### config.mk
export PLATFORM = sky130hd
export DESIGN_NAME = stack_port_arbiter_flat
export DESIGN_NICKNAME = d
export VERILOG_FILES = /design/src/rtl/stack_port_arbiter_if.sv /design/src/rtl/stack_port_arbiter.sv /design/src/flat_wrapper.sv
export SDC_FILE = /design/constraint.sdc
export NUM_CORES = 1
export LEC_CHECK = 0
export ABC_AREA = 1
export BUFFER_PORTS_ARGS = -buffer_cell sky130_fd_sc_hd__buf_2
export CORE_ASPECT_RATIO = 0.7
export CORE_UTILIZATION = 35
export DETAILED_ROUTE_END_ITERATION = 12
export SYNTH_ARGS = -nofsm -noshare
export SYNTH_HDL_FRONTEND = slang
export SYNTH_SLANG_ARGS = --single-unit
### constraint.sdc
create_clock -name clk -period 1.78 [get_ports clk]
set_input_delay 0.089 -clock clk [delete_from_list [all_inputs] [get_ports clk]]
set_output_delay 0.089 -clock clk [all_outputs]
set_load 0.05 [all_outputs]
### src/rtl/stack_port_arbiter_if.sv
// Requester-side bus for stack_port_arbiter: two req/op/data channels and
// the shared done/err/rd_data return path.
interface stack_port_arbiter_if #(
  parameter int unsigned WIDTH = 4
);
  logic             req0;
  logic             req1;
  logic [1:0]       op0;
  logic [1:0]       op1;
  logic [WIDTH-1:0] data0;
  logic [WIDTH-1:0] data1;
  logic             done0;
  logic             done1;
  logic             err;
  logic [WIDTH-1:0] rd_data;

  // Requester side
  modport master (
    output req0, req1, op0, op1, data0, data1,
    input  done0, done1, err, rd_data
  );

  // Arbiter side
  modport slave (
    input  req0, req1, op0, op1, data0, data1,
    output done0, done1, err, rd_data
  );
endinterface

### src/rtl/stack_port_arbiter.sv
// Two-port round-robin arbiter and sequencer for the stack register.
// Grants one requester at a time, pulses stk_move for exactly one cycle on
// PUSH/POP, tracks occupancy and refuses overflow/underflow.
// Optional feature macro: STACK_ARB_PEEK_EN (op 11 = PEEK when defined,
// otherwise op 11 decodes as NOP).
module stack_port_arbiter #(
  parameter int unsigned WIDTH = 4,
  parameter int unsigned DEPTH = 8
) (
  input  logic                           clk,
  input  logic                           rst,
  stack_port_arbiter_if.slave            bus,
  output logic                           stk_move,
  output logic                           stk_mode,
  output logic [WIDTH-1:0]               stk_in_word,
  input  logic [WIDTH-1:0]               stk_top_word,
  output logic [$clog2(DEPTH+1)-1:0]     depth,
  output logic                           full,
  output logic                           empty
);

  localparam int unsigned DW = $clog2(DEPTH + 1);
  localparam logic [DW-1:0] DepthMax = DW'(DEPTH);
  localparam logic [DW-1:0] DepthOne = DW'(1);

  localparam logic [1:0] StIdle   = 2'd0;
  localparam logic [1:0] StExec   = 2'd1;
  localparam logic [1:0] StSettle = 2'd2;
  localparam logic [1:0] StDone   = 2'd3;

  localparam logic [1:0] OpNop  = 2'b00;
  localparam logic [1:0] OpPush = 2'b01;
  localparam logic [1:0] OpPop  = 2'b10;
  localparam logic [1:0] OpPeek = 2'b11;

  logic [1:0]       state_q, state_d;
  logic             rr_q, rr_d;
  logic             owner_q, owner_d;
  logic [1:0]       op_q, op_d;
  logic [WIDTH-1:0] data_q, data_d;
  logic             err_flag_q, err_flag_d;
  logic             done0_q, done0_d;
  logic             done1_q, done1_d;
  logic             err_q, err_d;
  logic [WIDTH-1:0] rd_data_q, rd_data_d;
  logic             stk_move_q, stk_move_d;
  logic             stk_mode_q, stk_mode_d;
  logic [WIDTH-1:0] stk_in_word_q, stk_in_word_d;
  logic [DW-1:0]    depth_q, depth_d;
  logic             full_q, full_d;
  logic             empty_q, empty_d;
  logic             grant;

  // Next-state logic for the sequencer FSM and all registered outputs.
  always_comb begin
    state_d       = state_q;
    rr_d          = rr_q;
    owner_d       = owner_q;
    op_d          = op_q;
    data_d        = data_q;
    err_flag_d    = err_flag_q;
    done0_d       = 1'b0;
    done1_d       = 1'b0;
    err_d         = 1'b0;
    rd_data_d     = rd_data_q;
    stk_move_d    = 1'b0;
    stk_mode_d    = stk_mode_q;
    stk_in_word_d = stk_in_word_q;
    depth_d       = depth_q;
    grant         = 1'b0;

    unique case (state_q)
      StIdle: begin
        if (bus.req0 || bus.req1) begin
          // Contention resolved by rr; a lone requester wins outright.
          grant      = (bus.req0 && bus.req1) ? rr_q : bus.req1;
          owner_d    = grant;
          op_d       = grant ? bus.op1 : bus.op0;
          data_d     = grant ? bus.data1 : bus.data0;
          err_flag_d = 1'b0;
          state_d    = StExec;
        end
      end
      StExec: begin
        state_d = StDone;
        case (op_q)
          OpPush: begin
            if (full_q) begin
              err_flag_d = 1'b1;
            end else begin
              stk_move_d    = 1'b1;
              stk_mode_d    = 1'b1;
              stk_in_word_d = data_q;
              depth_d       = depth_q + DepthOne;
              state_d       = StSettle;
            end
          end
          OpPop: begin
            if (empty_q) begin
              err_flag_d = 1'b1;
            end else begin
              // Top is captured before the move takes effect.
              rd_data_d  = stk_top_word;
              stk_move_d = 1'b1;
              stk_mode_d = 1'b0;
              depth_d    = depth_q - DepthOne;
              state_d    = StSettle;
            end
          end
`ifdef STACK_ARB_PEEK_EN
          OpPeek: begin
            if (empty_q) begin
              err_flag_d = 1'b1;
            end else begin
              rd_data_d = stk_top_word;
            end
          end
`else
          OpPeek: begin
            // PEEK disabled: behaves as NOP.
          end
`endif
          OpNop: begin
          end
          default: begin
          end
        endcase
      end
      StSettle: begin
        // stk_move defaults low here, bounding the strobe to one cycle.
        state_d = StDone;
      end
      StDone: begin
        done0_d = ~owner_q;
        done1_d = owner_q;
        err_d   = err_flag_q;
        rr_d    = ~owner_q;
        state_d = StIdle;
      end
      default: state_d = StIdle;
    endcase

    full_d  = (depth_d == DepthMax);
    empty_d = (depth_d == '0);
  end

  // State and output registers with asynchronous active-low reset.
  always_ff @(posedge clk or negedge rst) begin
    if (!rst) begin
      state_q       <= StIdle;
      rr_q          <= 1'b0;
      owner_q       <= 1'b0;
      op_q          <= OpNop;
      data_q        <= '0;
      err_flag_q    <= 1'b0;
      done0_q       <= 1'b0;
      done1_q       <= 1'b0;
      err_q         <= 1'b0;
      rd_data_q     <= '0;
      stk_move_q    <= 1'b0;
      stk_mode_q    <= 1'b0;
      stk_in_word_q <= '0;
      depth_q       <= '0;
      full_q        <= 1'b0;
      empty_q       <= 1'b1;
    end else begin
      state_q       <= state_d;
      rr_q          <= rr_d;
      owner_q       <= owner_d;
      op_q          <= op_d;
      data_q        <= data_d;
      err_flag_q    <= err_flag_d;
      done0_q       <= done0_d;
      done1_q       <= done1_d;
      err_q         <= err_d;
      rd_data_q     <= rd_data_d;
      stk_move_q    <= stk_move_d;
      stk_mode_q    <= stk_mode_d;
      stk_in_word_q <= stk_in_word_d;
      depth_q       <= depth_d;
      full_q        <= full_d;
      empty_q       <= empty_d;
    end
  end

  assign bus.done0   = done0_q;
  assign bus.done1   = done1_q;
  assign bus.err     = err_q;
  assign bus.rd_data = rd_data_q;
  assign stk_move    = stk_move_q;
  assign stk_mode    = stk_mode_q;
  assign stk_in_word = stk_in_word_q;
  assign depth       = depth_q;
  assign full        = full_q;
  assign empty       = empty_q;

endmodule

### src/flat_wrapper.sv
// flat-port wrapper written by rule: the top's interface ports become plain ports
module stack_port_arbiter_flat 
#(
  parameter int unsigned WIDTH = 4,
  parameter int unsigned DEPTH = 8
)
  (clk, rst, stk_move, stk_mode, stk_in_word, stk_top_word, depth, full, empty, bus_req0, bus_req1, bus_op0, bus_op1, bus_data0, bus_data1, bus_done0, bus_done1, bus_err, bus_rd_data);
  stack_port_arbiter_if #(.WIDTH(WIDTH)) bus_i ();
  input  logic clk;
  input  logic rst;
  output logic stk_move;
  output logic stk_mode;
  output logic [WIDTH-1:0] stk_in_word;
  input  logic [WIDTH-1:0] stk_top_word;
  output logic [$clog2(DEPTH+1)-1:0] depth;
  output logic full;
  output logic empty;
  input wire logic [$bits(bus_i.req0)-1:0] bus_req0;
  input wire logic [$bits(bus_i.req1)-1:0] bus_req1;
  input wire logic [$bits(bus_i.op0)-1:0] bus_op0;
  input wire logic [$bits(bus_i.op1)-1:0] bus_op1;
  input wire logic [$bits(bus_i.data0)-1:0] bus_data0;
  input wire logic [$bits(bus_i.data1)-1:0] bus_data1;
  output wire logic [$bits(bus_i.done0)-1:0] bus_done0;
  output wire logic [$bits(bus_i.done1)-1:0] bus_done1;
  output wire logic [$bits(bus_i.err)-1:0] bus_err;
  output wire logic [$bits(bus_i.rd_data)-1:0] bus_rd_data;
  assign bus_i.req0 = bus_req0;
  assign bus_i.req1 = bus_req1;
  assign bus_i.op0 = bus_op0;
  assign bus_i.op1 = bus_op1;
  assign bus_i.data0 = bus_data0;
  assign bus_i.data1 = bus_data1;
  assign bus_done0 = bus_i.done0;
  assign bus_done1 = bus_i.done1;
  assign bus_err = bus_i.err;
  assign bus_rd_data = bus_i.rd_data;
  stack_port_arbiter #(.WIDTH(WIDTH), .DEPTH(DEPTH)) u_core (.clk(clk), .rst(rst), .bus(bus_i), .stk_move(stk_move), .stk_mode(stk_mode), .stk_in_word(stk_in_word), .stk_top_word(stk_top_word), .depth(depth), .full(full), .empty(empty));
endmodule
After elaboration in Yosys (flattened, before gate mapping)

Cells that the tools add are included.

Add/subtract/negate cells: 2
Eq/ne operators: 12
Mux-type cells: 27
Bitwise logic cells: 3
Reduce and logical (&&, ||, !) cells: 11

Operator list:

| kind                  | number |
|---|---|
| $mux W4               | 4 |
| $mux W1               | 14 |
| $ne A3 B2 Y1 const B  | 3 |
| $pmux W1 S2           | 4 |
| $pmux W2 S4           | 1 |
| $pmux W4 S2           | 1 |
| $eq A2 B2 Y1 const B  | 3 |
| $reduce_and A3 Y1     | 2 |
| $reduce_and A5 Y1     | 1 |
| $add A4 B1 Y4 const B | 1 |
| $eq A2 B1 Y1 const B  | 2 |
| $eq A4 B4 Y1 const B  | 1 |
| $logic_not A4 Y1      | 1 |
| $mux W2               | 2 |
| $ne A2 B2 Y1 const B  | 2 |
| $pmux W2 S2           | 1 |
| $reduce_and A4 Y1     | 1 |
| $reduce_bool A2 Y1    | 2 |
| $sub A4 B1 Y4 const B | 1 |
| $not A1 Y1            | 3 |
| $logic_not A2 Y1      | 1 |
| $ne A2 B1 Y1 const B  | 1 |
| $reduce_and A2 Y1     | 1 |
| $logic_and A1 B1 Y1   | 1 |
| $logic_or A1 B1 Y1    | 1 |

Flip-flop bits (word level): 30
Bits of input ports: 20
Output and inout bits: 19
Logic and storage cells: 71

Longest topological paths before layout

Word-level depth: 5
Mapped depth: 10
Depth with buffers taken out: 10

Worst setup path after synthesis

OpenSTA, ideal clock, no wires.

Kind: register to register
Start point: register u_core.depth_q[0], in the netlist u_core.depth[0]
End point: register u_core.full_q, in the netlist u_core.full
Library setup time: 0.072 ns
Arrival time: 1.575 ns
Data required time: 1.708 ns
Setup slack: 0.134 ns
Stages on the path, launching flop included: 10
Buffers on the path: 0
Clock period less this slack: 1.646 ns
Cells stage by stage: dfrtp_1 -> inv_1 -> ha_1 -> inv_1 -> nand2_1 -> nand3_1 -> nand2_2 -> nor2_2 -> nand2_1 -> nor2_1

Cells in the longest elaborated chain, start to end: 5
Elaborated cells on any way between the ends: 7
Classes of those cells: 2 x add/sub; 1 x eq/ne; 4 x mux

RTL lines:

| element                                        | RTL line                                            | RTL |
|---|---|---|
| start: declaration                             | stack_port_arbiter.sv:49                            | `logic [DW-1:0] depth_q, depth_d;` |
| start signal: assignment                       | stack_port_arbiter.sv:180                           | `depth_q <= depth_d;` |
| $sub A4 B1 Y4 or $add A4 B1 Y4 (tied branches) | stack_port_arbiter.sv:106, stack_port_arbiter.sv:94 |  |
| $mux W4, on equally long branches              | stack_port_arbiter.sv:99, stack_port_arbiter.sv:88  |  |
| $pmux W4 S2 (*)                                | stack_port_arbiter.sv:86                            | `case (op_q)` |
| $mux W4 (*)                                    | stack_port_arbiter.sv:72                            | `unique case (state_q)` |
| named net u_core.depth_d[1]                    | stack_port_arbiter.sv:49                            |  |
| $eq A4 B4 Y1 (*)                               | stack_port_arbiter.sv:143                           | `full_d = (depth_d == DepthMax);` |
| named net u_core.full_d                        | stack_port_arbiter.sv:50                            | `logic full_q, full_d;` |
| end signal: assignment                         | stack_port_arbiter.sv:181                           | `full_q <= full_d;` |
| end: declaration                               | stack_port_arbiter.sv:50                            |  |

The timed path passes the listed nets; every way through them passes the cells marked *.
A chain may end at the register's enable or synchronous reset.

Worst setup path after layout

Start point: register u_core.op_q[0]
End point: register u_core.empty_q, in the netlist u_core.empty

Cells in the longest elaborated chain, start to end: 4
Elaborated cells on any way between the ends: 5
Classes of those cells: 2 x eq/ne; 2 x mux; 1 x reduce/logical

RTL lines:

| element                                      | RTL line                  | RTL |
|---|---|---|
| start: declaration                           | stack_port_arbiter.sv:39  | `logic [1:0] op_q, op_d;` |
| start signal: assignment                     | stack_port_arbiter.sv:153 | `op_q <= OpNop;` |
| start signal: assignment                     | stack_port_arbiter.sv:170 | `op_q <= op_d;` |
| $eq A2 B2 Y1 or $eq A2 B1 Y1 (tied branches) | stack_port_arbiter.sv:86  |  |
| $pmux W4 S2 (*)                              | stack_port_arbiter.sv:86  |  |
| $mux W4 (*)                                  | stack_port_arbiter.sv:72  |  |
| named net u_core.depth_d[0]                  | stack_port_arbiter.sv:49  |  |
| $logic_not A4 Y1 (*)                         | stack_port_arbiter.sv:144 | `empty_d = (depth_d == '0);` |
| named net u_core.empty_d                     | stack_port_arbiter.sv:51  | `logic empty_q, empty_d;` |
| end signal: assignment                       | stack_port_arbiter.sv:182 | `empty_q <= empty_d;` |
| end: declaration                             | stack_port_arbiter.sv:51  |  |

Marked as above.

==> results.md <==
* Reg2reg path depth at 9
* Synth Instances at 167
* Max IR drop VDD at 1.01 mV
* Post-CTS Setup Inserts at 0
* Seq pwr share at 30.9%
* Critical Path AT at 1.80 ns
* Clk network pwr share at 14.9%
* R2R Setup Slk at 0.19 ns
* Switching power at 0.00191 W
* DRT Pass-1 Iters at 4
* Setup violators final at 0
* Fin. Hold Viols at 0
* Root Buffer: clkbuf_8
* CTS clk-pin slew, worst paths at 0.07 ns
* Worst skew pair latency at 0.28 ns
* Routed wire length at 3.07 mm
* I/O Buffers at 38
* Flops & latches, synth at 30
* Tightest Hold Check Type: primary input to flip-flop
* XOR/XNOR Fraction of Synth Area at 0%
* Die ar. at 0.00447 mm^2
* Commonest non-fill, non-tap cell in the layout: buf_2
* Sum Neg Setup Slack at 0 ns
* Critical Path Sink: u_core.empty$_DFF_PN1_
* GRT Total Usage at 15.8%
* Status: finished clean
* Synth Area in Compound Gates at 10.9%
* GP Congestion at 0.772
* Chip Width at 79.5 um
* Pins Over Slew Limit at 0
* First-pass GRT wire length at 5.35 mm
* Core Region at 0.00397 mm^2
* RR Startpoint: u_core.op_q[0]$_DFFE_PN0P_
* Clock sink count at 30
* Wire length per cell at 11.4 um
* Syn nets at 194
* Initial core utilization at 37.1%
* Main combinational cell family by area after synthesis: simple AND/OR/NAND/NOR gates
* DP Worst Slack at 0.173 ns
* Crit path time final at 1.59 ns
* Simple-gate portion of the synthesized area at 20.7%
* RSZ-0062 raised after global routing: no
* Relative slew slack at 55.4%
* Layout cells sized above 1 at 29.6%
* Count of different cell masters after synthesis at 22
* Critical path required time at 1.99 ns
* RR Endpoint: u_core.empty$_DFF_PN1_
* Post-synth EDFFs at 0
* Layout area overhead at 25.9%
* Post-route ant nets at 0
* Ant diodes at 0
* Num rows at 19
* Residual DRC at 0
* Max cap viols at 0
* Total CTS buffers at 5
* HPWL after DPL at 2.33 mm
* Post-synth top flop: dfrtp_1
* Vias at 1256
* Mux cell area share after synthesis at 3.83%
* Initial antenna violation count at 0
* Worst Setup SP: u_core.op_q[0]$_DFFE_PN0P_
* Post-synthesis sequential area ratio at 51.1%
* Worst Path Max Fanout at 6
* Element type at the critical path start: flip-flop
* Routed vias/inst at 4.69
* CTS max path bufs at 2
* Highest clock rate at 629 MHz
* Total global routing overflow at 0
* Final #Nets at 242
* CP Class: flip-flop to flip-flop
* Comb pwr share at 54.2%
* Final period util at 89.3%
* Internal power at 0.00193 W
* H-tree depth at 2
* WHS at 0.0428 ns
* Largest net degree at the start of global routing at 31
* Adder-Cell Fraction of Synth Area at 5.95%
* Syn Area/Cell at 8.81 um^2
* Starting DRT DRC Count at 75
* Die height at 56.2 um
* Async S/R FF share, synth at 100%
* Pwr Density at 2070 mW/mm^2
* Worst-Margin Slew at 0.669 ns
* Fin worst setup slack at 0.190 ns
* Synth warn at 0
* Io pins at 39
* Crit end category: flip-flop
* Sw Ratio at 49.8%
* Lkg Pwr at 1.00 nW
* Commonest cells after routing, fill and taps aside: 38 x buf_2, 33 x nand2_1, 29 x dfrtp_1
* Number of global-route vias before repair at 1229
* Post-Syn Area at 0.00147 mm^2
* Clock Skew at 0.00685 ns
* CTS tree: built
-- critical path, cell delays in order, from the launching register on --
cell and delay, ns:
dfrtp_1 0.35, inv_1 0.06, ha_1 0.41, nor2_8 0.18
nand3_2 0.11, nand2_2 0.08, nand2_2 0.05, nor2_2 0.10
nand2_1 0.08, a21oi_2 0.11
-- flip-flops by register name (all words and copies together), names as in the netlist, 2 cells and up --
register,cells
u_core.bus.rd_data,4
u_core.data_q,4
u_core.depth,4
u_core.stk_in_word,4
u_core.op_q,2
u_core.state_q,2
-- per-stage QoR --
stage | instance area [um^2] | std cells | utilization [%] | power [W]
after global routing | 1850 | 268 | 46.6 | 0.00414
after CTS | 1850 | 268 | 46.6 | 0.00387
after floorplan | 1470 | 167 | - | 0.00279
final | 1850 | 268 | 46.6 | 0.00384
after global placement | 1740 | 259 | 43.9 | 0.00327
after detailed placement | 1740 | 259 | 43.9 | 0.00329
-- cells by family (layout without fill, tap and decap cells) --
kind of cell	after synthesis	in the layout
fa+ha+maj	7	7
simple gates	67	67
compound gates	29	29
mux	5	5
buf+inv	29	78
flops	30	30
-- cells in the mapped netlist (3+ instances only) --
library cell   n  area, um^2
inv_1         27         101
o22ai_1        6        37.5
ha_1           7        87.6
nand3_1       13        65.1
nand2_1       33         124
nand2_2        3        18.8
o21ai_0       16        80.1
nor2_1        13        48.8
dfrtp_1       29         726
a21oi_1        4        20.0
mux2_2         5        56.3
-- how the worst min path moves through the flow --
stage	startpoint	endpoint	slack, ns	cells past startpoint
2_1_floorplan	rst	u_core.bus.done0$_DFF_PN0_	-0.21	0
3_3_place_gp	rst	u_core.bus.done1$_DFF_PN0_	0.17	1
3_5_place_dp	rst	u_core.bus.done0$_DFF_PN0_	0.17	1
4_1_cts	stk_top_word[3]	u_core.bus.rd_data[3]$_DFFE_PN0P_	0.04	2
5_1_grt	stk_top_word[0]	u_core.bus.rd_data[0]$_DFFE_PN0P_	0.05	2
6_report	stk_top_word[3]	u_core.bus.rd_data[3]$_DFFE_PN0P_	0.04	2
-- repair_timing --
| action | 4_1_cts | 5_1_grt |
|---|---|---|
| resized for setup | 0 | 1 |
| hold buffers | 1 | 0 |
| hold endpoints to repair | 29 | 0 |
| setup endpoints to repair | 0 | 2 |
-- final cells by class --
type	count	area [um^2]
Sequential cell	30	752
Clock buffer	6	82.6
Inverter	28	105
Tap cell	52	65.1
Fill cell	391	2120
Clock inverter	2	12.5
Timing Repair Buffer	42	223
Multi-Input combinational cell	108	612
-- power by group through the flow --
stage / sequential [W] / combinational [W] / clock (W)
floorplan: 0.00179 / 0.000994 / 0
CTS: 0.00119 / 0.00209 / 0.000587
global placement: 0.00120 / 0.00207 / 0
global route: 0.00123 / 0.00230 / 0.000617
detailed placement: 0.00120 / 0.00209 / 0
finish: 0.00119 / 0.00208 / 0.000572
-- layer usage --
metal  track usage (%)  up-vias  routed length (um)
met5                 0        -                   0
met4              5.97        0                  15
met3              4.75        2                 156
met2              22.6       36                1250
met1              22.2      586                1640
li1                  -      632                   -
(Power assumes the default switching activity.)
